$ cat src/rtl/pipelined_instruction_decoder.sv
`default_nettype none
// ============================================================================
// pipelined_instruction_decoder: FIFO-buffered MIPS decode stage, registered output
// Revision: 1.0
// ============================================================================
module pipelined_instruction_decoder #(
  parameter int ADDR_WIDTH = 32,
  parameter int DATA_WIDTH = 32,
  parameter int DEPTH      = 4,
  parameter int SIGN_EXT   = 1
) (
  input  logic                         clk,
  input  logic                         reset_n,
  input  logic                         flush,
  input  logic                         in_valid,
  output logic                         in_ready,
  input  logic [31:0]                  in_instruction,
  input  logic [ADDR_WIDTH-1:0]        in_pc,
  output logic                         out_valid,
  input  logic                         out_ready,
  output logic [1:0]                   itype,
  output logic [5:0]                   opcode,
  output logic [4:0]                   rs,
  output logic [4:0]                   rt,
  output logic [4:0]                   rd,
  output logic [4:0]                   shamt,
  output logic [5:0]                   funct,
  output logic [4:0]                   dest_reg,
  output logic [DATA_WIDTH-1:0]        imm_ext,
  output logic [ADDR_WIDTH-1:0]        jump_target,
  output logic [ADDR_WIDTH-1:0]        out_pc,
  output logic [$clog2(DEPTH):0]       fifo_count
);

  localparam int PW = $clog2(DEPTH);
  localparam int CW = PW + 1;
  localparam logic [CW-1:0] C_FULL = CW'(DEPTH);

  localparam logic [1:0] C_T_R   = 2'd0;
  localparam logic [1:0] C_T_I   = 2'd1;
  localparam logic [1:0] C_T_J   = 2'd2;
  localparam logic [1:0] C_T_JAL = 2'd3;

  logic [31:0]           instr_mem_q [DEPTH];
  logic [ADDR_WIDTH-1:0] pc_mem_q    [DEPTH];
  logic [PW-1:0]         wr_ptr_q, rd_ptr_q;
  logic [CW-1:0]         count_q, count_d;

  logic                  out_valid_q;
  logic [1:0]            itype_q, itype_d;
  logic [5:0]            opcode_q, opcode_d, funct_q, funct_d;
  logic [4:0]            rs_q, rs_d, rt_q, rt_d, rd_q, rd_d, shamt_q, shamt_d, dest_q, dest_d;
  logic [DATA_WIDTH-1:0] imm_q, imm_d;
  logic [ADDR_WIDTH-1:0] jt_q, jt_d, pc_q;

  logic                  w_accept, w_fire, w_load, w_fifo_nonempty;
  logic                  w_pop, w_bypass, w_push;
  logic [31:0]           w_src_instr;
  logic [ADDR_WIDTH-1:0] w_src_pc, w_pc4;
  logic [15:0]           w_imm16;
  logic [DATA_WIDTH-1:0] w_zext, w_sext;

  assign in_ready        = (count_q < C_FULL);
  assign w_accept        = in_valid && in_ready;
  assign w_fire          = out_valid_q && out_ready;
  assign w_load          = !out_valid_q || w_fire;
  assign w_fifo_nonempty = (count_q != '0);
  assign w_pop           = w_load && w_fifo_nonempty;
  // An accepted input skips the FIFO only when nothing older is waiting.
  assign w_bypass        = w_load && !w_fifo_nonempty && w_accept;
  assign w_push          = w_accept && !w_bypass;

  assign w_src_instr = w_fifo_nonempty ? instr_mem_q[rd_ptr_q] : in_instruction;
  assign w_src_pc    = w_fifo_nonempty ? pc_mem_q[rd_ptr_q]    : in_pc;
  assign w_pc4       = w_src_pc + ADDR_WIDTH'(4);
  assign w_imm16     = w_src_instr[15:0];
  assign w_zext      = {{(DATA_WIDTH-16){1'b0}}, w_imm16};
  assign w_sext      = {{(DATA_WIDTH-16){w_imm16[15]}}, w_imm16};

  always_comb begin
    opcode_d = w_src_instr[31:26];
    itype_d  = C_T_I;
    rs_d     = '0;
    rt_d     = '0;
    rd_d     = '0;
    shamt_d  = '0;
    funct_d  = '0;
    dest_d   = '0;
    imm_d    = '0;
    jt_d     = '0;
    case (opcode_d)
      6'h00: begin
        itype_d = C_T_R;
        rs_d    = w_src_instr[25:21];
        rt_d    = w_src_instr[20:16];
        rd_d    = w_src_instr[15:11];
        shamt_d = w_src_instr[10:6];
        funct_d = w_src_instr[5:0];
        dest_d  = w_src_instr[15:11];
      end
      6'h02, 6'h03: begin
        itype_d    = (opcode_d == 6'h03) ? C_T_JAL : C_T_J;
        dest_d     = (opcode_d == 6'h03) ? 5'd31 : 5'd0;
        jt_d       = w_pc4;
        jt_d[27:0] = {w_src_instr[25:0], 2'b00};
      end
      default: begin
        rs_d   = w_src_instr[25:21];
        rt_d   = w_src_instr[20:16];
        dest_d = w_src_instr[20:16];
        if (opcode_d == 6'h0F)
          imm_d = w_zext << 16;
        else if (opcode_d == 6'h0C || opcode_d == 6'h0D || opcode_d == 6'h0E)
          imm_d = w_zext;
        else
          imm_d = (SIGN_EXT != 0) ? w_sext : w_zext;
      end
    endcase
  end

  always_comb begin
    count_d = count_q;
    if (w_push && !w_pop)
      count_d = count_q + CW'(1);
    else if (w_pop && !w_push)
      count_d = count_q - CW'(1);
  end

  // Storage needs no reset; occupancy is governed by the pointers and count.
  always_ff @(posedge clk) begin
    if (w_push && !flush) begin
      instr_mem_q[wr_ptr_q] <= in_instruction;
      pc_mem_q[wr_ptr_q]    <= in_pc;
    end
  end

  always_ff @(posedge clk or negedge reset_n) begin
    if (!reset_n) begin
      wr_ptr_q    <= '0;
      rd_ptr_q    <= '0;
      count_q     <= '0;
      out_valid_q <= 1'b0;
      itype_q     <= '0;
      opcode_q    <= '0;
      rs_q        <= '0;
      rt_q        <= '0;
      rd_q        <= '0;
      shamt_q     <= '0;
      funct_q     <= '0;
      dest_q      <= '0;
      imm_q       <= '0;
      jt_q        <= '0;
      pc_q        <= '0;
    end else if (flush) begin
      wr_ptr_q    <= '0;
      rd_ptr_q    <= '0;
      count_q     <= '0;
      out_valid_q <= 1'b0;
    end else begin
      if (w_push) wr_ptr_q <= wr_ptr_q + PW'(1);
      if (w_pop)  rd_ptr_q <= rd_ptr_q + PW'(1);
      count_q <= count_d;
      if (w_load) begin
        out_valid_q <= w_fifo_nonempty || w_accept;
        if (w_fifo_nonempty || w_accept) begin
          itype_q  <= itype_d;
          opcode_q <= opcode_d;
          rs_q     <= rs_d;
          rt_q     <= rt_d;
          rd_q     <= rd_d;
          shamt_q  <= shamt_d;
          funct_q  <= funct_d;
          dest_q   <= dest_d;
          imm_q    <= imm_d;
          jt_q     <= jt_d;
          pc_q     <= w_src_pc;
        end
      end
    end
  end

  assign out_valid   = out_valid_q;
  assign itype       = itype_q;
  assign opcode      = opcode_q;
  assign rs          = rs_q;
  assign rt          = rt_q;
  assign rd          = rd_q;
  assign shamt       = shamt_q;
  assign funct       = funct_q;
  assign dest_reg    = dest_q;
  assign imm_ext     = imm_q;
  assign jump_target = jt_q;
  assign out_pc      = pc_q;
  assign fifo_count  = count_q;

endmodule
`default_nettype wire

$ cat config.mk
export PLATFORM = sky130hd
export DESIGN_NAME = pipelined_instruction_decoder
export DESIGN_NICKNAME = d
export VERILOG_FILES = /design/src/rtl/pipelined_instruction_decoder.sv
export SDC_FILE = /design/constraint.sdc
export NUM_CORES = 1
export LEC_CHECK = 0
export BUFFER_PORTS_ARGS = -buffer_cell sky130_fd_sc_hd__buf_2
export CAP_MARGIN = 25
export CORE_ASPECT_RATIO = 1.5
export CORE_MARGIN = 3
export CORE_UTILIZATION = 57
export CTS_BUF_LIST = sky130_fd_sc_hd__clkbuf_8 sky130_fd_sc_hd__clkbuf_16
export DETAILED_ROUTE_END_ITERATION = 10
export GPL_TIMING_DRIVEN = 0
export PLACE_DENSITY = 0.9
export SYNTH_ARGS = -nofsm -noshare
export SYNTH_HDL_FRONTEND = slang
export SYNTH_SLANG_ARGS = --single-unit
$ cat constraint.sdc
create_clock -name clk -period 4.4 [get_ports clk]
set_input_delay 0.88 -clock clk [delete_from_list [all_inputs] [get_ports clk]]
set_output_delay 0.88 -clock clk [all_outputs]
set_load 0.02 [all_outputs]
==> results of run 1 <==
-- worst max path at each step --
stage	endpoint	slack, ps	cells after the start
floorplan	instr_mem_q[0][0]	990	3
global placement	pc_mem_q[0][24]	-380	4
detailed placement	imm_ext[25]	900	9
CTS	imm_ext[25]	830	9
global route	imm_ext[1]	530	10
finish	imm_ext[1]	690	10
-- synth_stat cells (7+ instances only) --
library cell  number
clkbuf_1          22
nand4_1            8
mux4_2            51
or3_1             10
mux4_1            13
o31ai_1           16
nor2_1            56
edfxtp_1         256
o21ai_1            7
buf_2             17
dfrtp_1          141
o21ai_0           31
a22o_1            43
buf_1             11
a31oi_1           31
a21oi_1           17
nand2_1          152
mux2i_1           23
-- cell type report --
| class | count | area (µm²) | share of cell area, % |
|---|---|---|---|
| multi-input combinational | 519 | 4130 | 22.5 |
| antenna | 6 | 15.0 | 0.0817 |
| timing repair buffer | 210 | 1160 | 6.32 |
| clock buffer | 44 | 1030 | 5.62 |
| sequential | 397 | 11200 | 61.0 |
| inverter | 6 | 22.5 | 0.123 |
| clock inverter | 20 | 80.1 | 0.436 |
| buffer | 59 | 300 | 1.63 |
| tap | 337 | 422 | 2.29 |
-- power by group --
part | switching [mW] | internal, mW | leakage (nW)
sequential | 0.331 | 4.61 | 4.10
clock | 1.31 | 1.66 | 0.597
combinational | 2.84 | 1.57 | 2.54
total | 4.48 | 7.83 | 7.23
-- cells by family (layout without fill, tap and decap cells) --
family          count (synthesis)  count (layout)  synth area share [%]
xor+xnor                        8               8                 0.448
buf+inv                        65             339                  2.06
simple gates                  255             255                  6.97
compound gates                160             160                  7.22
other cells                     1               8                0.0240
flops                         397             397                  71.7
fa+ha+maj                       5               5                 0.448
mux                            89              89                  11.1
-- per-layer routing --
metal / GRT usage (%) / vias up
met1: 33.5 / 5079
li1: - / 4257
met5: 0 / -
met4: 12.3 / 4
met3: 5.52 / 111
met2: 47.6 / 593
-- stage by stage --
step / setup slack, ps / cell area [µm²] / hold slack, ps / cells / setup TNS, ps
CTS: 829 / 18400 / 291 / 1592 / 0
global placement: -384 / 17100 / 455 / 1523 / -83990
global route: 533 / 18400 / 296 / 1598 / 0
detailed placement: 901 / 17300 / 465 / 1528 / 0
floorplan: 994 / 15700 / 562 / 981 / 0
finish: 685 / 18400 / 287 / 1598 / 0
==> results.md, run 1 <==
* Post-synthesis sequential area ratio at 71.7%
* Ys Warns at 0
* Most frequent cell on the critical path: buf_2
* Netlist cell types at 50
* Final nets at 1303
* Critical path required time at 4780 ps
* Drt drc at 0
* Largest net degree at the start of global routing at 99
* Tot Pwr at 12.3 mW
* Reg2reg start: fifo_count[2]
* Vias in the first global route at 10300
* Post-layout util at 68.7%
* Die ar. at 29500 µm²
* Fillers at 1721
* Crit share post-route at 84.4%
* Clock Pin Slew Worst Setup and Hold Paths at 70 ps
* Post-Route WL at 40600 µm
* Top FF cell, synth: edfxtp_1
* Vias per inst at 6.29
* Yosys top cell by area: edfxtp_1
* Leakage power figure at 7.23 nW
* VDD IR max at 0.000503 V
* CTS tree: built
* Number of max-cap violations at 0
* First-pass GRT wire length at 61400 µm
* Resized Gates After CTS at 0
* Postcts setup bufs at 0
* Routed length on met1 at 13900 µm
* Hold Fails Final Rpt at 0
* Type of the most critical hold path: input pin to asynchronous set/reset pin
* Share of synthesized flip-flops with an asynchronous set or reset at 35.5%
* Worst skew pair latency at 520 ps
* Die H at 209 µm
* Slew margin rel. at 35.3%
* CTS Root Cell: clkbuf_16
* Synth area leaders: edfxtp_1 49%, dfrtp_1 23%, mux4_2 7.3%, nand2_1 3.6%, a22o_1 2.4%
* Global router's overall resource usage at 27.6%
* Max clock buf depth at 3
* Crit path kind: register to register
* CP Max Fanout at 10
* Slowest-stage cell, CP: clkbuf_1
* Worst Skew at 9.75 ps
* Crit path DAT at 4100 ps
* Starting Density at 58.5%
* Die W at 141 µm
* CTS Hold Bufs at 0
* Input/output buffers at 205
* Most common cell after layout, fill and taps aside: edfxtp_1
* Worst Tran Pin Value at 943 ps
* Initial antenna violation count at 8
* DR top layer: met5
* CP delay by family, top: buffers and inverters
* Total CTS buffers at 36
* Post-synth top area share at 49.1%
* Vias post-DR at 10000
* HPWL after detailed placement at 27300 µm
* TritonRoute pass-1 iters at 6
* DR iter-0 viols at 806
* RSZ-0062 raised after global routing: no
* Final setup viols at 0
* Post-synth EDFFs at 256
* CTS sink count at 397
* CP Launch Type: register
* Commonest non-fill, non-tap cells in the layout: 256 x edfxtp_1, 221 x buf_2, 152 x nand2_1
* Post-Synthesis Cells at 980
* Top Registers: instr_mem_q: 128 flops, pc_mem_q: 128 flops
* Fin crit period at 3710 ps
* Crit. End Element: register
* Pwr dens at 670 nW/µm²
* Worst r2r dst: imm_ext[1]
* Slew Viols, Final at 0
* Worst R2R Path Depth at 10
* Layout cell share with drive strength beyond 1 at 27.8%
* Crit-path cells: buf_2 > or3_1 > buf_2 > buf_2 > o211ai_1 > buf_2 > clkbuf_1 > clkbuf_1 > nand2_1 > o21ai_0
* Mean post-synth cell area at 16.0 µm²
* Grt ovf at 0
* Ports at 209
* Core Region at 26800 µm²
* Wire length on met2 at 21500 µm
* CP Buf/Inv Count at 6
* R2R Setup Slk at 690 ps
* GPL Wtd Cong at 0.836
* Max incr delay on CP at 640 ps
* Antenna viol nets, final at 0
* Area Growth Syn to Fin at 17.5%
* Avg WL per Cell at 25.4 µm
* Highest Clock Rate at 0.269 GHz
* Critical path startpoint: fifo_count[2]
* Mapped Area at 15600 µm²
* H-tree Lvls at 2
* Metal3 WL at 3500 µm
* #FFs+latches synth at 397
* Status: completed
* Rows at 73
Power figures use the tool's default switching activity.
==> inputs of run 2 (changes only) <==
--- a/config.mk
+++ b/config.mk
@@ -5,15 +5,16 @@
 export SDC_FILE = /design/constraint.sdc
 export NUM_CORES = 1
 export LEC_CHECK = 0
+export ABC_AREA = 1
 export BUFFER_PORTS_ARGS = -buffer_cell sky130_fd_sc_hd__buf_2
 export CAP_MARGIN = 25
 export CORE_ASPECT_RATIO = 1.5
 export CORE_MARGIN = 3
-export CORE_UTILIZATION = 57
+export CORE_UTILIZATION = 52
 export CTS_BUF_LIST = sky130_fd_sc_hd__clkbuf_8 sky130_fd_sc_hd__clkbuf_16
 export DETAILED_ROUTE_END_ITERATION = 10
 export GPL_TIMING_DRIVEN = 0
-export PLACE_DENSITY = 0.9
+export PLACE_DENSITY = 0.86
 export SYNTH_ARGS = -nofsm -noshare
 export SYNTH_HDL_FRONTEND = slang
 export SYNTH_SLANG_ARGS = --single-unit
==> constraint.sdc (replaced) <==
create_clock -name clk -period 3 [get_ports clk]
set_input_delay 0.6 -clock clk [delete_from_list [all_inputs] [get_ports clk]]
set_output_delay 0.6 -clock clk [all_outputs]
set_load 0.02 [all_outputs]
==> run 2 against run 1 <==
Compared with the run above:
- non-clock buffer count up 41
- sequential cell count stayed put
- maximum frequency up 29%
- sequential share of layout area is 4.9 points lower
- cell area up 8.8%
- clock-buffer cell count stayed put
- die area rose by 18%
- largest cell class unchanged
==> results.md, run 2 <==
* Status: completed
* Rows at 80
* Top FF cell, synth: edfxtp_1
* Starting Density at 53.0%
* Input/output buffers at 206
* Crit path DAT at 3090 ps
* Slew Viols, Final at 0
* Grt ovf at 0
* Mapped Area at 16900 µm²
* Cell Count Post-Placement at 2286
* Area Growth Syn to Fin at 18.3%
* Drt drc at 0
* Post-Synthesis Cells at 1660
* Vias in the first global route at 13300
* Crit. End Element: register
* Commonest cells post-synth: 495 x nand2_1, 256 x edfxtp_1, 143 x inv_1, 141 x dfrtp_1, 130 x nor2_1
* Hold Fails Final Rpt at 0
* Post-synth EDFFs at 256
* CTS sink count at 397
* Antenna viol nets, final at 0
* Crit share post-route at 95.6%
* Worst Tran Pin Value at 859 ps
* Ys Warns at 0
* Share of synthesized flip-flops with an asynchronous set or reset at 35.5%
* Largest net degree at the start of global routing at 77
* #FFs+latches synth at 397
* Die H at 227 µm
* Fillers at 2417
* CP Launch Type: register
* Fin crit period at 2870 ps
* Post-synth top area share at 45.5%
* Synth area leaders: edfxtp_1 45%, dfrtp_1 21%, nand2_1 11%, nand3_1 3.5%, inv_1 3.2%
* Worst skew pair latency at 540 ps
* Clock Pin Slew Worst Setup and Hold Paths at 70 ps
* Commonest non-fill, non-tap cells in the layout: 494 x nand2_1, 256 x edfxtp_1, 239 x buf_2
* Post-Route WL at 47500 µm
* Ports at 209
* Initial antenna violation count at 11
* Vias post-DR at 13300
* Post-layout util at 62.6%
* Number of max-cap violations at 0
* Tot Pwr at 19.5 mW
* RSZ-0062 raised after global routing: no
* Pwr dens at 974 nW/µm²
* DR iter-0 viols at 1363
* CTS Root Cell: clkbuf_16
* TritonRoute pass-1 iters at 8
* Die W at 153 µm
* GPL Wtd Cong at 0.908
* Netlist cell types at 38
* Max clock buf depth at 3
* CTS tree: built
* Highest Clock Rate at 0.349 GHz
* Sum Neg Setup Slack at 0 ps
* Slew margin rel. at 42.7%
* Type of the most critical hold path: input pin to asynchronous set/reset pin
* Top Registers: instr_mem_q: 128 flops, pc_mem_q: 128 flops
* Vias per inst at 5.62
* Most numerous cell in the Yosys netlist: nand2_1
* Final nets at 1996
* Total CTS buffers at 37
* Avg WL per Cell at 20.0 µm
* CP Max Fanout at 25
* Layout cell share with drive strength beyond 1 at 20.5%
* Yosys top cell by area: edfxtp_1
* First-pass GRT wire length at 72200 µm
* Final setup viols at 0
* VDD IR max at 0.000579 V
* Critical path required time at 3220 ps
* Worst Skew at 24.6 ps
* Non-filler cells, final at 2370
* Global router's overall resource usage at 26.8%
* Leakage power figure at 8.98 nW
* CTS Hold Bufs at 0
* Mean post-synth cell area at 10.2 µm²
* H-tree Lvls at 2
* Core Region at 31900 µm²
* Post-synthesis sequential area ratio at 66.3%
* Die ar. at 34800 µm²
* HPWL after detailed placement at 33500 µm
* Most common cell after layout, fill and taps aside: nand2_1
* Crit path kind: register to register
## run 2: layout make-up
class                   count  area, µm²  area share [%]
repair buffers            222       1280            6.39
multi-input cells        1018       4620            23.1
plain buffers              88        518            2.59
clock buffers              44       1060            5.28
clock inverters            23        181           0.907
inverters                 158        593            2.96
well taps                 410        513            2.56
flip-flops and latches    397      11200            56.1
diodes                     10       25.0           0.125
## run 2: power breakdown
| part | internal (mW) | switching [mW] |
|---|---|---|
| Clock | 2.71 | 2.07 |
| Combinational | 2.23 | 5.26 |
| Sequential | 6.72 | 0.493 |
## run 2: cells by family (layout without fill, tap and decap cells)
logic type,after synthesis,after routing,synth area share (%)
AND/OR/NAND/NOR,782,782,19.0
flip-flops,397,397,66.3
buffers and inverters,246,535,6.56
AO/OA/AOI/OAI,227,227,7.55
adder cells (fa/ha/maj),5,5,0.414
other,1,12,0.0222
XOR/XNOR,1,1,0.0518
multiplexers,1,1,0.0592
## run 2: timing repair
item                       CTS  global route
gates resized for setup      0             3
setup endpoints to repair  196            52
setup buffers                7             0
pin swaps                    4             0
## run 2: final timing paths
kind                                           to              start  slack, ps  depth (start not counted)
worst max-delay path               pc_mem_q[0][7]      fifo_count[2]        130                         10
worst min-delay path                        rs[0]            reset_n         50                          1
worst max register to register     pc_mem_q[0][7]      fifo_count[2]        130                         10
worst min register to register         imm_ext[4]         imm_ext[4]        480                          2
max in group asynchronous             wr_ptr_q[1]            reset_n       2090                          2
min in group clk                instr_mem_q[1][8]  in_instruction[8]        300                          1
## run 2: critical path, stage by stage, from the launching register on
cell and delay (ps):
dfrtp_1 410, inv_2 80, nand3_4 170, inv_2 140
buf_2 250, buf_2 260, a21oi_1 310, nand2_2 220
nor2_4 190, buf_12 220, buf_12 220
## run 2: per-stage QoR
| step | worst slack [ps] | area (µm²) | hold WS, ps |
|---|---|---|---|
| after floorplan | -654 | 16900 | 304 |
| after global placement | -2140 | 18500 | 461 |
| after detailed placement | -269 | 18700 | 469 |
| after CTS | 102 | 20000 | 86.1 |
| after global routing | 34.8 | 20000 | 109 |
| final | 131 | 20000 | 49.6 |
## run 2: routing by layer
| metal | vias to the layer above | global-route usage [%] | part of all wire, % |
|---|---|---|---|
| li1 | 6022 | - | - |
| met1 | 6416 | 30.9 | 35 |
| met2 | 726 | 47.3 | 52 |
| met3 | 162 | 4.05 | 8.2 |
| met4 | 2 | 15.9 | 5.3 |
| met5 | - | 0 | 0.027 |
